`src/rtl/tlb_miss_ctrl_pkg.sv`:
```
// -----------------------------------------------------------------------------
// tlb_miss_ctrl_pkg
// Shared TLB miss-handling definitions: geometry parameters, the miss FSM state
// encoding, the LRU saturation constant and the LRU "touch" update rule.
// -----------------------------------------------------------------------------
package tlb_miss_ctrl_pkg;

  localparam int NUM_WAYS = 4;
  localparam int WAY_BITS = 2;
  localparam int LRU_BITS = 4;
  localparam int VPN_BITS = 20;
  localparam int PPN_BITS = 20;

  // Counter value at which a touch must renormalise instead of incrementing.
  localparam logic [LRU_BITS-1:0] LRU_SAT = '1;

  typedef enum logic [1:0] {
    ST_IDLE = 2'd0,
    ST_REQ  = 2'd1,
    ST_WAIT = 2'd2,
    ST_FILL = 2'd3
  } miss_state_e;

  typedef logic [NUM_WAYS-1:0][LRU_BITS-1:0] lru_vec_t;

  // Make `way` the most recently used. Below saturation it simply jumps above
  // the current maximum; at saturation every counter is halved first so the
  // relative order is kept while freeing headroom.
  function automatic lru_vec_t lru_touch(input lru_vec_t             cur,
                                         input logic [WAY_BITS-1:0]  way,
                                         input logic [LRU_BITS-1:0]  max_val);
    lru_vec_t nxt;
    nxt = cur;
    if (max_val != LRU_SAT) begin
      nxt[way] = max_val + 1'b1;
    end else begin
      for (int i = 0; i < NUM_WAYS; i++) begin
        nxt[i] = cur[i] >> 1;
      end
      nxt[way] = (max_val >> 1) + 1'b1;
    end
    return nxt;
  endfunction

endpackage

```
`src/rtl/tlb_lru.sv`:
```
// -----------------------------------------------------------------------------
// tlb_lru
// Combinational search over the LRU counters.
//   cnt_i      : current per-way LRU counters
//   min_way_o  : way holding the smallest counter (lowest index on ties)
//   max_val_o  : largest counter value
// -----------------------------------------------------------------------------
module tlb_lru
  import tlb_miss_ctrl_pkg::*;
(
  input  lru_vec_t            cnt_i,
  output logic [WAY_BITS-1:0] min_way_o,
  output logic [LRU_BITS-1:0] max_val_o
);

  logic [LRU_BITS-1:0] min_val;

  always_comb begin
    min_way_o = '0;
    min_val   = cnt_i[0];
    max_val_o = cnt_i[0];
    for (int i = 1; i < NUM_WAYS; i++) begin
      // Strict compare keeps the lowest index on ties.
      if (cnt_i[i] < min_val) begin
        min_val   = cnt_i[i];
        min_way_o = WAY_BITS'(i);
      end
      if (cnt_i[i] > max_val_o) begin
        max_val_o = cnt_i[i];
      end
    end
  end

endmodule

```
`src/rtl/tlb_miss_ctrl.sv`:
```
// -----------------------------------------------------------------------------
// tlb_miss_ctrl
// TLB miss controller: accepts a lookup miss, issues a page-table-walk request,
// waits for the response and writes the translation into a victim way. Keeps
// per-way LRU counters updated by hits and fills.
// Ports:
//   clk, rst_n                         clock, async active-low reset
//   miss_valid/miss_vpn, miss_ready    miss request in
//   hit_valid/hit_way                  lookup hit notification (LRU touch)
//   flush                              clear all LRU counters
//   entry_valid                        per-way valid bits from TLB storage
//   ptw_req_valid/vpn, ptw_req_ready   page-walk request out
//   ptw_resp_valid/ppn/fault           page-walk response in
//   wr_en/wr_way/wr_vpn/wr_ppn         TLB entry write
//   miss_done, miss_fault              one-cycle completion pulses
//   lru_count                          current LRU counters
// -----------------------------------------------------------------------------
module tlb_miss_ctrl
  import tlb_miss_ctrl_pkg::*;
(
  input  logic                clk,
  input  logic                rst_n,
  input  logic                miss_valid,
  input  logic [VPN_BITS-1:0] miss_vpn,
  output logic                miss_ready,
  input  logic                hit_valid,
  input  logic [WAY_BITS-1:0] hit_way,
  input  logic                flush,
  input  logic [NUM_WAYS-1:0] entry_valid,
  output logic                ptw_req_valid,
  output logic [VPN_BITS-1:0] ptw_req_vpn,
  input  logic                ptw_req_ready,
  input  logic                ptw_resp_valid,
  input  logic [PPN_BITS-1:0] ptw_resp_ppn,
  input  logic                ptw_resp_fault,
  output logic                wr_en,
  output logic [WAY_BITS-1:0] wr_way,
  output logic [VPN_BITS-1:0] wr_vpn,
  output logic [PPN_BITS-1:0] wr_ppn,
  output logic                miss_done,
  output logic                miss_fault,
  output lru_vec_t            lru_count
);

  miss_state_e         state_q, state_d;
  logic [VPN_BITS-1:0] vpn_q, vpn_d;
  logic [PPN_BITS-1:0] ppn_q, ppn_d;
  logic [WAY_BITS-1:0] way_q, way_d;
  lru_vec_t            lru_q, lru_d;

  logic [WAY_BITS-1:0] lru_min_way;
  logic [LRU_BITS-1:0] lru_max;
  logic [WAY_BITS-1:0] victim;
  logic                invalid_found;
  logic                touch_en;
  logic [WAY_BITS-1:0] touch_way;

  tlb_lru u_lru (
    .cnt_i     (lru_q),
    .min_way_o (lru_min_way),
    .max_val_o (lru_max)
  );

  // Empty ways are always preferred; only a full set falls back to LRU.
  always_comb begin
    victim        = lru_min_way;
    invalid_found = 1'b0;
    for (int i = 0; i < NUM_WAYS; i++) begin
      if (!invalid_found && !entry_valid[i]) begin
        victim        = WAY_BITS'(i);
        invalid_found = 1'b1;
      end
    end
  end

  always_ff @(posedge clk or negedge rst_n) begin
    if (!rst_n) begin
      state_q <= ST_IDLE;
      vpn_q   <= '0;
      ppn_q   <= '0;
      way_q   <= '0;
      lru_q   <= '0;
    end else begin
      state_q <= state_d;
      vpn_q   <= vpn_d;
      ppn_q   <= ppn_d;
      way_q   <= way_d;
      lru_q   <= lru_d;
    end
  end

  always_comb begin
    state_d       = state_q;
    vpn_d         = vpn_q;
    ppn_d         = ppn_q;
    way_d         = way_q;
    miss_ready    = 1'b0;
    ptw_req_valid = 1'b0;
    ptw_req_vpn   = '0;
    wr_en         = 1'b0;
    wr_way        = '0;
    wr_vpn        = '0;
    wr_ppn        = '0;
    miss_done     = 1'b0;
    miss_fault    = 1'b0;
    case (state_q)
      ST_IDLE: begin
        miss_ready = 1'b1;
        if (miss_valid) begin
          vpn_d   = miss_vpn;
          state_d = ST_REQ;
        end
      end
      ST_REQ: begin
        ptw_req_valid = 1'b1;
        ptw_req_vpn   = vpn_q;
        if (ptw_req_ready) begin
          state_d = ST_WAIT;
        end
      end
      ST_WAIT: begin
        if (ptw_resp_valid) begin
          if (ptw_resp_fault) begin
            miss_fault = 1'b1;
            state_d    = ST_IDLE;
          end else begin
            // Victim is frozen here so hits during FILL cannot move it.
            ppn_d   = ptw_resp_ppn;
            way_d   = victim;
            state_d = ST_FILL;
          end
        end
      end
      ST_FILL: begin
        wr_en     = 1'b1;
        wr_way    = way_q;
        wr_vpn    = vpn_q;
        wr_ppn    = ppn_q;
        miss_done = 1'b1;
        state_d   = ST_IDLE;
      end
      default: state_d = ST_IDLE;
    endcase
  end

  // The fill owns the LRU touch port in FILL; hits are dropped that cycle.
  always_comb begin
    touch_en  = 1'b0;
    touch_way = hit_way;
    if (state_q == ST_FILL) begin
      touch_en  = 1'b1;
      touch_way = way_q;
    end else if (hit_valid) begin
      touch_en  = 1'b1;
    end
    lru_d = lru_q;
    if (flush) begin
      lru_d = '0;
    end else if (touch_en) begin
      lru_d = lru_touch(lru_q, touch_way, lru_max);
    end
  end

  assign lru_count = lru_q;

endmodule

```
`config.mk`:
```
export PLATFORM = sky130hd
export DESIGN_NAME = tlb_miss_ctrl
export DESIGN_NICKNAME = d
export VERILOG_FILES = /design/src/rtl/tlb_miss_ctrl_pkg.sv /design/src/rtl/tlb_lru.sv /design/src/rtl/tlb_miss_ctrl.sv
export SDC_FILE = /design/constraint.sdc
export NUM_CORES = 1
export LEC_CHECK = 0
export CORE_ASPECT_RATIO = 1.2
export CORE_MARGIN = 5
export CORE_UTILIZATION = 30
export DETAILED_ROUTE_END_ITERATION = 10
export GPL_TIMING_DRIVEN = 0
export PLACE_DENSITY_LB_ADDON = 0.05
export SYNTH_ARGS = -nofsm -noshare
export SYNTH_HDL_FRONTEND = slang
export SYNTH_SLANG_ARGS = --single-unit
```
`constraint.sdc`:
```
create_clock -name clk -period 16.16 [get_ports clk]
set_clock_uncertainty 0.1 [all_clocks]
set_input_delay 3.232 -clock clk [delete_from_list [all_inputs] [get_ports clk]]
set_output_delay 3.232 -clock clk [all_outputs]
set_load 0.03 [all_outputs]
```
==> results of run 1 <==
worst max-delay path, stage by stage:
cell	delay, ns
clkdlybuf4s50_1	0.48
nand2_1	0.07
nor2b_1	0.11
clkdlybuf4s50_1	0.72
state kept, by name (all words and copies together) (netlist names):
name / flops
way_q: 2
ppn_q: 20
lru_count: 16
vpn_q: 20
state_q: 2
cell type report:
cell class,instances,area [um2],area share [%]
clock inverters,3,90.1,1.46
repair buffers,135,1350,21.9
inverters,21,78.8,1.28
plain buffers,25,100,1.62
clock buffers,13,280,4.55
well taps,171,214,3.47
multi-input cells,345,2550,41.4
flip-flops and latches,60,1500,24.4
metrics by stage:
step | instance area, um2 | util [%]
after floorplan | 4230 | -
after global placement | 5790 | 41.9
after detailed placement | 5790 | 41.9
after CTS | 6160 | 44.6
after global routing | 6160 | 44.6
final | 6160 | 44.6
cells in the final DEF, fill, tap and decap left out, types with 3 or more instances in the layout:
cell type        Yosys  final
o21ai_1              6      6
and3_1              45     45
o21ai_0             11     11
nor3_1              14     14
a31oi_1              4      4
a22o_1               4      4
nand2_1             33     33
o31ai_1              5      5
mux2_2              47     47
o2bb2ai_1            3      3
nand2b_1             8      8
o211ai_1             3      3
clkbuf_1            20     20
a311oi_1             3      3
dfrtp_1             60     60
clkbuf_16            0      9
inv_1               21     21
and2_1              23     23
a21o_1               3      3
a32oi_1              6      6
nor2_1              20     20
ha_1                20     20
nor2b_1              5      5
bufinv_16            0      3
clkbuf_8             0      4
a21oi_2              3      3
mux2i_1              8      8
or3_1                3      3
o311ai_1             4      4
a21oi_1             10     10
nand3_1             14     14
clkdlybuf4s50_1      0    134
a211o_1              3      3
kinds of logic after synthesis:
family / count (synthesis)
AOI/OAI and AO/OA: 92
xor gates and xnor gates: 1
adders and majority gates: 20
buffers and inverters: 46
DFF: 60
muxes: 55
and+or+nand+nor: 177
worst max-delay path by stage:
stage / endpoint / startpoint / slack (ns) / cells past startpoint
floorplan: miss_fault / ptw_resp_valid / 9.10 / 2
global placement: miss_fault / ptw_resp_valid / 8.24 / 4
detailed placement: miss_fault / ptw_resp_valid / 8.22 / 4
CTS: miss_fault / ptw_resp_valid / 8.22 / 4
global route: miss_fault / ptw_resp_valid / 8.14 / 4
finish: miss_fault / ptw_resp_valid / 8.21 / 4
metal layers:
metal / vias up / GRT usage [%] / wire [um]
met1: 1876 / 19.1 / 5520
met2: 133 / 29.8 / 7050
met4: 0 / 7.10 / 402
met3: 28 / 6.61 / 1210
met5: - / 0 / 0
li1: 1957 / - / -
==> impl_metrics.env, run 1 <==
export IMPL_status="finished clean"
export IMPL_setup_slack_ns=8.21
export IMPL_h_tree_depth=3
export IMPL_drive_gt1_share_pct=13.3
export IMPL_path_class="in2out"
export IMPL_synth_area_um2=4230
export IMPL_fmax_mhz=126
export IMPL_avgSynthCellArea_um2=9.38
export IMPL_setup_viol=0
export IMPL_syn_inst=451
export IMPL_nNetsFinal=671
export IMPL_gp_congestion=0.897
export IMPL_final_cells=773
export IMPL_hold_buffers=0
export IMPL_synth_edf_count=0
export IMPL_synthXorXnorAreaFrac_pct=0.207
export IMPL_setup_tns_ns=0
export IMPL_die_width_um=118
export IMPL_grt_antenna_before_repair=0
export IMPL_muxShareOfSynthArea_pct=14.4
export IMPL_fp_coreArea_um2=13800
export IMPL_synth_adder_area_share_pct=5.92
export IMPL_synth_common_cells="60 x dfrtp_1, 47 x mux2_2, 45 x and3_1"
export IMPL_num_fill_cells=1363
export IMPL_min_path_type="reg2reg"
export IMPL_drv_slew=0
export IMPL_yosysWarningCount=0
export IMPL_initial_core_util_pct=30.6
export IMPL_hold_viol=0
export IMPL_fin_crit_sh_pct=49.2
export IMPL_crit_path_end_kind="output port"
export IMPL_syn_to_final_growth_pct=45.7
export IMPL_vias=3994
export IMPL_cts_buffers=9
export IMPL_worst_pin_slew_ns=0.816
export IMPL_synth_nets=525
export IMPL_wirelength_um=14200
export IMPL_min_period_ns=7.95
export IMPL_dieArea_um2=16600
export IMPL_synth_top_family_by_area="simple AND/OR/NAND/NOR gates"
export IMPL_synth_simple_gate_area_share_pct=22.9
export IMPL_grt_usage_pct=17.3
export IMPL_ys_seq_area_share_pct=35.5
export IMPL_relSlewSlack_pct=45.6
export IMPL_critPathLaunchType="input pin"
export IMPL_yosysTopAreaCellShare_pct=35.5
export IMPL_drv_cap=0
export IMPL_crit_required_ns=12.83
export IMPL_async_flop_share_pct=100
export IMPL_arrival_ns=4.61
export IMPL_dp_cells=757
export IMPL_pre_cts_slack_ns=8.22
export IMPL_drt_pre_antenna_iters=4
export IMPL_cts_root_buf="clkbuf_16"
export IMPL_rr_startpoint="lru_count[1]$_DFFE_PN0P_"
export IMPL_worst_r2r_path_depth=26
export IMPL_cts_clk_slew_worst_paths_ns=0.06
export IMPL_drt_iter0_markers=201
export IMPL_clk_latency_ns=0.33
export IMPL_cts_tree="yes"
export IMPL_ys_flop_type="dfrtp_1"
export IMPL_portBuffers=135
export IMPL_grt_max_degree=61
export IMPL_regToRegSetupSlack_ns=8.98
export IMPL_yosysTopAreaCell="dfrtp_1"
export IMPL_synth_compound_area_share_pct=16.8
export IMPL_top_level_ports=137
export IMPL_wl_per_cell_um=18.3
export IMPL_cts_resized=0
export IMPL_dpl_hpwl_um=11000
export IMPL_ant_nets=0
export IMPL_ys_ff_latch=60
export IMPL_n_antenna_cell=0
export IMPL_cts_setup_buffers=0
export IMPL_hold_path_end="ppn_q[16]$_DFFE_PN0P_"
export IMPL_synthTopCellsByArea="dfrtp_1 36%, mux2_2 13%, and3_1 6.7%, ha_1 5.9%, and2_1 3.4%"
export IMPL_worstHoldStart="ppn_q[16]$_DFFE_PN0P_"
export IMPL_holdWs_ns=0.399
export IMPL_rsz0062_at_grt="false"
export IMPL_whs_path_depth=1
export IMPL_drc=0
export IMPL_yosysMostFrequentCell="dfrtp_1"
export IMPL_grt_pass1_wl_um=23300
export IMPL_drt_vias_per_instance=5.17
export IMPL_cts_sinks=60
export IMPL_die_h_um=140
export IMPL_path_max_fanout=2
export IMPL_synthDistinctLibCells=63
export IMPL_grt_pass1_vias=4401
export IMPL_reg2reg_to="lru_count[8]$_DFFE_PN0P_"
export IMPL_gr_total_overflow=0
export IMPL_clk_path_buf_depth=2
export IMPL_row_count=47
Power of run 1 is not shown: default switching activity piles up to over one toggle a cycle in this logic, so the estimate is an artifact.
==> run 2, diff against run 1 <==
- clock period: 16.16 -> 7.6 ns (I/O delays scaled with it)
==> run 2 against run 1 <==
Critical path depth up 23. Clock-buffer cell count stayed put. First-iteration DRC count decreased by 13%. Worst hold slack about the same.
==> impl_metrics.env, run 2 (synthesis results as in run 1) <==
export IMPL_setup_viol=0
export IMPL_layout_commonest_cell="clkdlybuf4s50_1"
export IMPL_drt_pre_antenna_iters=4
export IMPL_fmax_mhz=142
export IMPL_worst_r2r_path_depth=27
export IMPL_grt_pass1_vias=4401
export IMPL_wl_per_cell_um=18.3
export IMPL_post_route_util_pct=44.7
export IMPL_grt_usage_pct=17.3
export IMPL_regToRegSetupSlack_ns=0.54
export IMPL_drt_iter0_markers=175
export IMPL_whs_path_depth=1
export IMPL_clk_latency_ns=0.33
export IMPL_ant_nets=0
export IMPL_drv_slew=0
export IMPL_h_tree_depth=3
export IMPL_drv_cap=0
export IMPL_final_cells=774
export IMPL_syn_to_final_growth_pct=46.0
export IMPL_wirelength_um=14200
export IMPL_arrival_ns=7.17
export IMPL_clk_path_buf_depth=2
export IMPL_status="finished clean"
export IMPL_drt_vias_per_instance=5.18
export IMPL_cts_buffers=9
export IMPL_relSlewSlack_pct=45.7
export IMPL_final_cell_mix="134 x clkdlybuf4s50_1, 60 x dfrtp_1, 47 x mux2_2, 45 x and3_1, 33 x nand2_1"
export IMPL_reg2reg_to="lru_count[6]$_DFFE_PN0P_"
export IMPL_dp_cells=757
export IMPL_die_width_um=118
export IMPL_worst_pin_slew_ns=0.814
export IMPL_cts_tree="yes"
export IMPL_pre_cts_slack_ns=0.495
export IMPL_dieArea_um2=16600
export IMPL_drive_gt1_share_pct=13.6
export IMPL_gr_total_overflow=0
export IMPL_nNetsFinal=672
export IMPL_crit_path_end_kind="flip-flop"
export IMPL_rr_startpoint="lru_count[1]$_DFFE_PN0P_"
export IMPL_fp_coreArea_um2=13800
export IMPL_setup_tns_ns=0
export IMPL_crit_path_frequent_cell="ha_1"
export IMPL_rsz0062_at_grt="false"
export IMPL_hold_buffers=0
export IMPL_fin_crit_sh_pct=92.9
export IMPL_critPathLaunchType="flip-flop"
export IMPL_path_max_fanout=10
export IMPL_setup_slack_ns=0.537
export IMPL_gp_congestion=0.897
export IMPL_hold_path_end="ppn_q[16]$_DFFE_PN0P_"
export IMPL_min_path_type="reg2reg"
export IMPL_portBuffers=135
export IMPL_worstHoldStart="ppn_q[16]$_DFFE_PN0P_"
export IMPL_worst_path_buf_inv=3
export IMPL_hold_viol=0
export IMPL_grt_max_degree=61
export IMPL_cts_root_buf="clkbuf_16"
export IMPL_cts_clk_slew_worst_paths_ns=0.06
export IMPL_drc=0
export IMPL_grt_pass1_wl_um=23300
export IMPL_slowest_stage="dfrtp_1"
export IMPL_critPathTopFamily="compound AO/OA/AOI/OAI gates"
export IMPL_die_h_um=140
export IMPL_top_level_ports=137
export IMPL_path_class="reg2reg"
export IMPL_cts_sinks=60
export IMPL_num_fill_cells=1361
export IMPL_crit_required_ns=7.71
export IMPL_min_period_ns=7.06
export IMPL_dpl_hpwl_um=11000
export IMPL_vias=4007
export IMPL_row_count=47
export IMPL_crit_path_max_incr_delay_ns=0.52
export IMPL_initial_core_util_pct=30.6
export IMPL_grt_antenna_before_repair=0
export IMPL_n_antenna_cell=0
## run 2: cell types whose count changed in the layout (fill, tap and decap cells not counted)
cell and delta:
a211oi_2 +1, a2111oi_0 -1, a211oi_1 -1, buf_4 +1, a2111oi_1 +1
## run 2: metrics by stage
stage / hold WS [ns] / cell area, um2
floorplan: 0.373 / 4230
global placement: 0.383 / 5790
detailed placement: 0.390 / 5790
CTS: 0.403 / 6160
global route: 0.418 / 6180
finish: 0.399 / 6180
## run 2: layer usage
layer | vias to the layer above | routed length, um | global-route usage [%]
met4 | 0 | 391 | 7.10
li1 | 1959 | - | -
met5 | - | 0 | 0
met1 | 1888 | 5530 | 19.1
met3 | 28 | 1200 | 6.61
met2 | 132 | 7040 | 29.8
## run 2: how the worst max path moves through the flow
stage	startpoint	endpoint	slack (ns)	depth (start not counted)
floorplan	lru_count[1]$_DFFE_PN0P_	lru_count[8]$_DFFE_PN0P_	1.45	26
global placement	lru_count[1]$_DFFE_PN0P_	lru_count[12]$_DFFE_PN0P_	0.49	26
detailed placement	lru_count[1]$_DFFE_PN0P_	lru_count[8]$_DFFE_PN0P_	0.50	27
CTS	lru_count[1]$_DFFE_PN0P_	lru_count[8]$_DFFE_PN0P_	0.48	26
global route	lru_count[1]$_DFFE_PN0P_	lru_count[10]$_DFFE_PN0P_	0.006	28
finish	lru_count[1]$_DFFE_PN0P_	lru_count[6]$_DFFE_PN0P_	0.54	27
## run 2: worst register-to-register path: cells and delay by family (launching register included)
| kind | cells | cell delay [ns] |
|---|---|---|
| AO/OA/AOI/OAI | 12 | 2.42 |
| adder cells (fa/ha/maj) | 4 | 1.24 |
| buffers and inverters | 3 | 0.82 |
| flip-flops | 1 | 0.52 |
| multiplexers | 2 | 0.74 |
| AND/OR/NAND/NOR | 6 | 1.12 |
## run 2: what timing repair did
item / 4_1_cts / 5_1_grt
setup endpoints to repair: 0 / 3
resized for setup: 0 / 2
setup buffers: 0 / 1
## run 2: cell type report
type                            instances  area [um2]  share of cell area [%]
Clock inverter                          3        90.1                    1.46
Inverter                               21        78.8                    1.28
Tap cell                              171         214                    3.46
Clock buffer                           13         280                    4.54
Timing Repair Buffer                  136        1360                    22.0
Multi-Input combinational cell        345        2550                    41.4
Sequential cell                        60        1500                    24.3
Buffer                                 25         100                    1.62
Power of run 2 is left out for the same reason.
==> run 3, diff against run 2 <==
- CORE_UTILIZATION: 30 -> 47
- MAX_ROUTING_LAYER: unset -> met4
- SETUP_SLACK_MARGIN: unset -> 0.2
==> run 3 against run 2 <==
Sequential share of layout area rose by 1.0 points. Die area fell by 34%. Core utilization up 22 points. Worst hold slack improved by 0.0035 ns. Fmax grew 0.14%. Critical path depth did not move. Critical path type unchanged. Global-route usage rose by 8.9 points. Final cell count is 6.7% lower.
==> impl_metrics.env, run 3 (synthesis results as in run 1) <==
export IMPL_die_width_um=96.6
export IMPL_vias=4128
export IMPL_critPathTopFamily="compound AO/OA/AOI/OAI gates"
export IMPL_die_h_um=114
export IMPL_hold_viol=0
export IMPL_worst_path_buf_inv=2
export IMPL_final_cell_mix="134 x clkdlybuf4s50_1, 60 x dfrtp_1, 47 x mux2_2, 45 x and3_1, 33 x nand2_1"
export IMPL_gr_total_overflow=0
export IMPL_gp_congestion=0.940
export IMPL_n_antenna_cell=0
export IMPL_path_class="reg2reg"
export IMPL_crit_path_frequent_cell="ha_1"
export IMPL_cts_buffers=9
export IMPL_cts_clk_slew_worst_paths_ns=0.06
export IMPL_clk_latency_ns=0.34
export IMPL_cts_tree="yes"
export IMPL_dpl_hpwl_um=10400
export IMPL_drc=0
export IMPL_wl_per_cell_um=18.5
export IMPL_clk_path_buf_depth=2
export IMPL_cts_root_buf="clkbuf_8"
export IMPL_wirelength_um=13400
export IMPL_grt_usage_pct=26.2
export IMPL_dieArea_um2=11000
export IMPL_setup_tns_ns=0
export IMPL_cts_sinks=60
export IMPL_drt_iter0_markers=176
export IMPL_path_max_fanout=8
export IMPL_drive_gt1_share_pct=13.6
export IMPL_fmax_mhz=142
export IMPL_h_tree_depth=3
export IMPL_worst_pin_slew_ns=0.843
export IMPL_arrival_ns=7.17
export IMPL_layout_commonest_cell="clkdlybuf4s50_1"
export IMPL_drt_pre_antenna_iters=5
export IMPL_ant_nets=0
export IMPL_portBuffers=135
export IMPL_setup_viol=0
export IMPL_met1_usage_pct=29.1
export IMPL_syn_to_final_growth_pct=40.2
export IMPL_row_count=38
export IMPL_top_usage_layer="met2"
export IMPL_drv_slew=0
export IMPL_grt_pass1_vias=4386
export IMPL_fp_coreArea_um2=8940
export IMPL_critPathLaunchType="flip-flop"
export IMPL_grt_antenna_before_repair=0
export IMPL_fin_crit_sh_pct=92.8
export IMPL_slowest_stage="dfrtp_1"
export IMPL_crit_path_end_kind="flip-flop"
export IMPL_crit_required_ns=7.72
export IMPL_initial_core_util_pct=47.3
export IMPL_relSlewSlack_pct=42.3
export IMPL_min_period_ns=7.05
export IMPL_drt_vias_per_instance=5.72
export IMPL_use_met2_pct=44.2
export IMPL_top_level_ports=137
export IMPL_status="finished clean"
export IMPL_nNetsFinal=672
export IMPL_rsz0062_at_grt="false"
export IMPL_min_path_type="reg2reg"
export IMPL_drv_cap=0
export IMPL_crit_path_max_incr_delay_ns=0.53
export IMPL_grt_max_degree=40
export IMPL_use_met3_pct=5.47
export IMPL_grt_pass1_wl_um=21500
export IMPL_hold_buffers=0
-- run 3: layout make-up --
class	instances	area (um2)
plain buffers	25	100
clock buffers	13	159
clock inverters	2	10.0
fillers	770	3010
inverters	21	78.8
multi-input cells	345	2560
flip-flops and latches	60	1500
well taps	120	150
repair buffers	136	1370
-- run 3: metal layers --
layer / wire length (um) / share of wire, %
met1: 5270 / 39
met2: 6920 / 52
met3: 726 / 5.4
met4: 476 / 3.6
met5: 0 / 0
-- run 3: per-stage QoR --
| stage | util, % | hold slack [ns] | instances | setup WS [ns] | area [um2] |
|---|---|---|---|---|---|
| after floorplan | - | 0.373 | 451 | 1.45 | 4230 |
| after global placement | 64.1 | 0.381 | 706 | 0.681 | 5730 |
| after detailed placement | 64.3 | 0.388 | 707 | 0.564 | 5750 |
| after CTS | 66.2 | 0.402 | 722 | 0.534 | 5910 |
| after global routing | 66.3 | 0.428 | 722 | 0.186 | 5930 |
| final | 66.3 | 0.402 | 722 | 0.547 | 5930 |
-- run 3: path summary, 6_finish.rpt --
path | startpoint | to | slack [ns] | cells after the start
max | lru_count[1]$_DFFE_PN0P_ | lru_count[8]$_DFFE_PN0P_ | 0.55 | 27
min | ppn_q[18]$_DFFE_PN0P_ | ppn_q[18]$_DFFE_PN0P_ | 0.40 | 1
max reg2reg | lru_count[1]$_DFFE_PN0P_ | lru_count[8]$_DFFE_PN0P_ | 0.55 | 27
min reg2reg | ppn_q[18]$_DFFE_PN0P_ | ppn_q[18]$_DFFE_PN0P_ | 0.40 | 1
max in group asynchronous | rst_n | vpn_q[15]$_DFFE_PN0P_ | 5.72 | 2
min in group asynchronous | rst_n | ppn_q[8]$_DFFE_PN0P_ | 1.06 | 1
-- run 3: worst reg2reg max path: cells and delay by family, from the launching register on --
family | cells | cell delay [ns]
adders and majority gates | 4 | 1.26
muxes | 2 | 0.69
buffers and inverters | 2 | 0.39
and+or+nand+nor | 6 | 1.09
DFF | 1 | 0.53
AOI/OAI and AO/OA | 13 | 2.89
-- run 3: repair_timing --
action / 4_1_cts / 5_1_grt
resized for setup: 0 / 4
setup buffers: 0 / 0
setup endpoints to repair: 0 / 10
Power of run 3 is left out for the same reason.
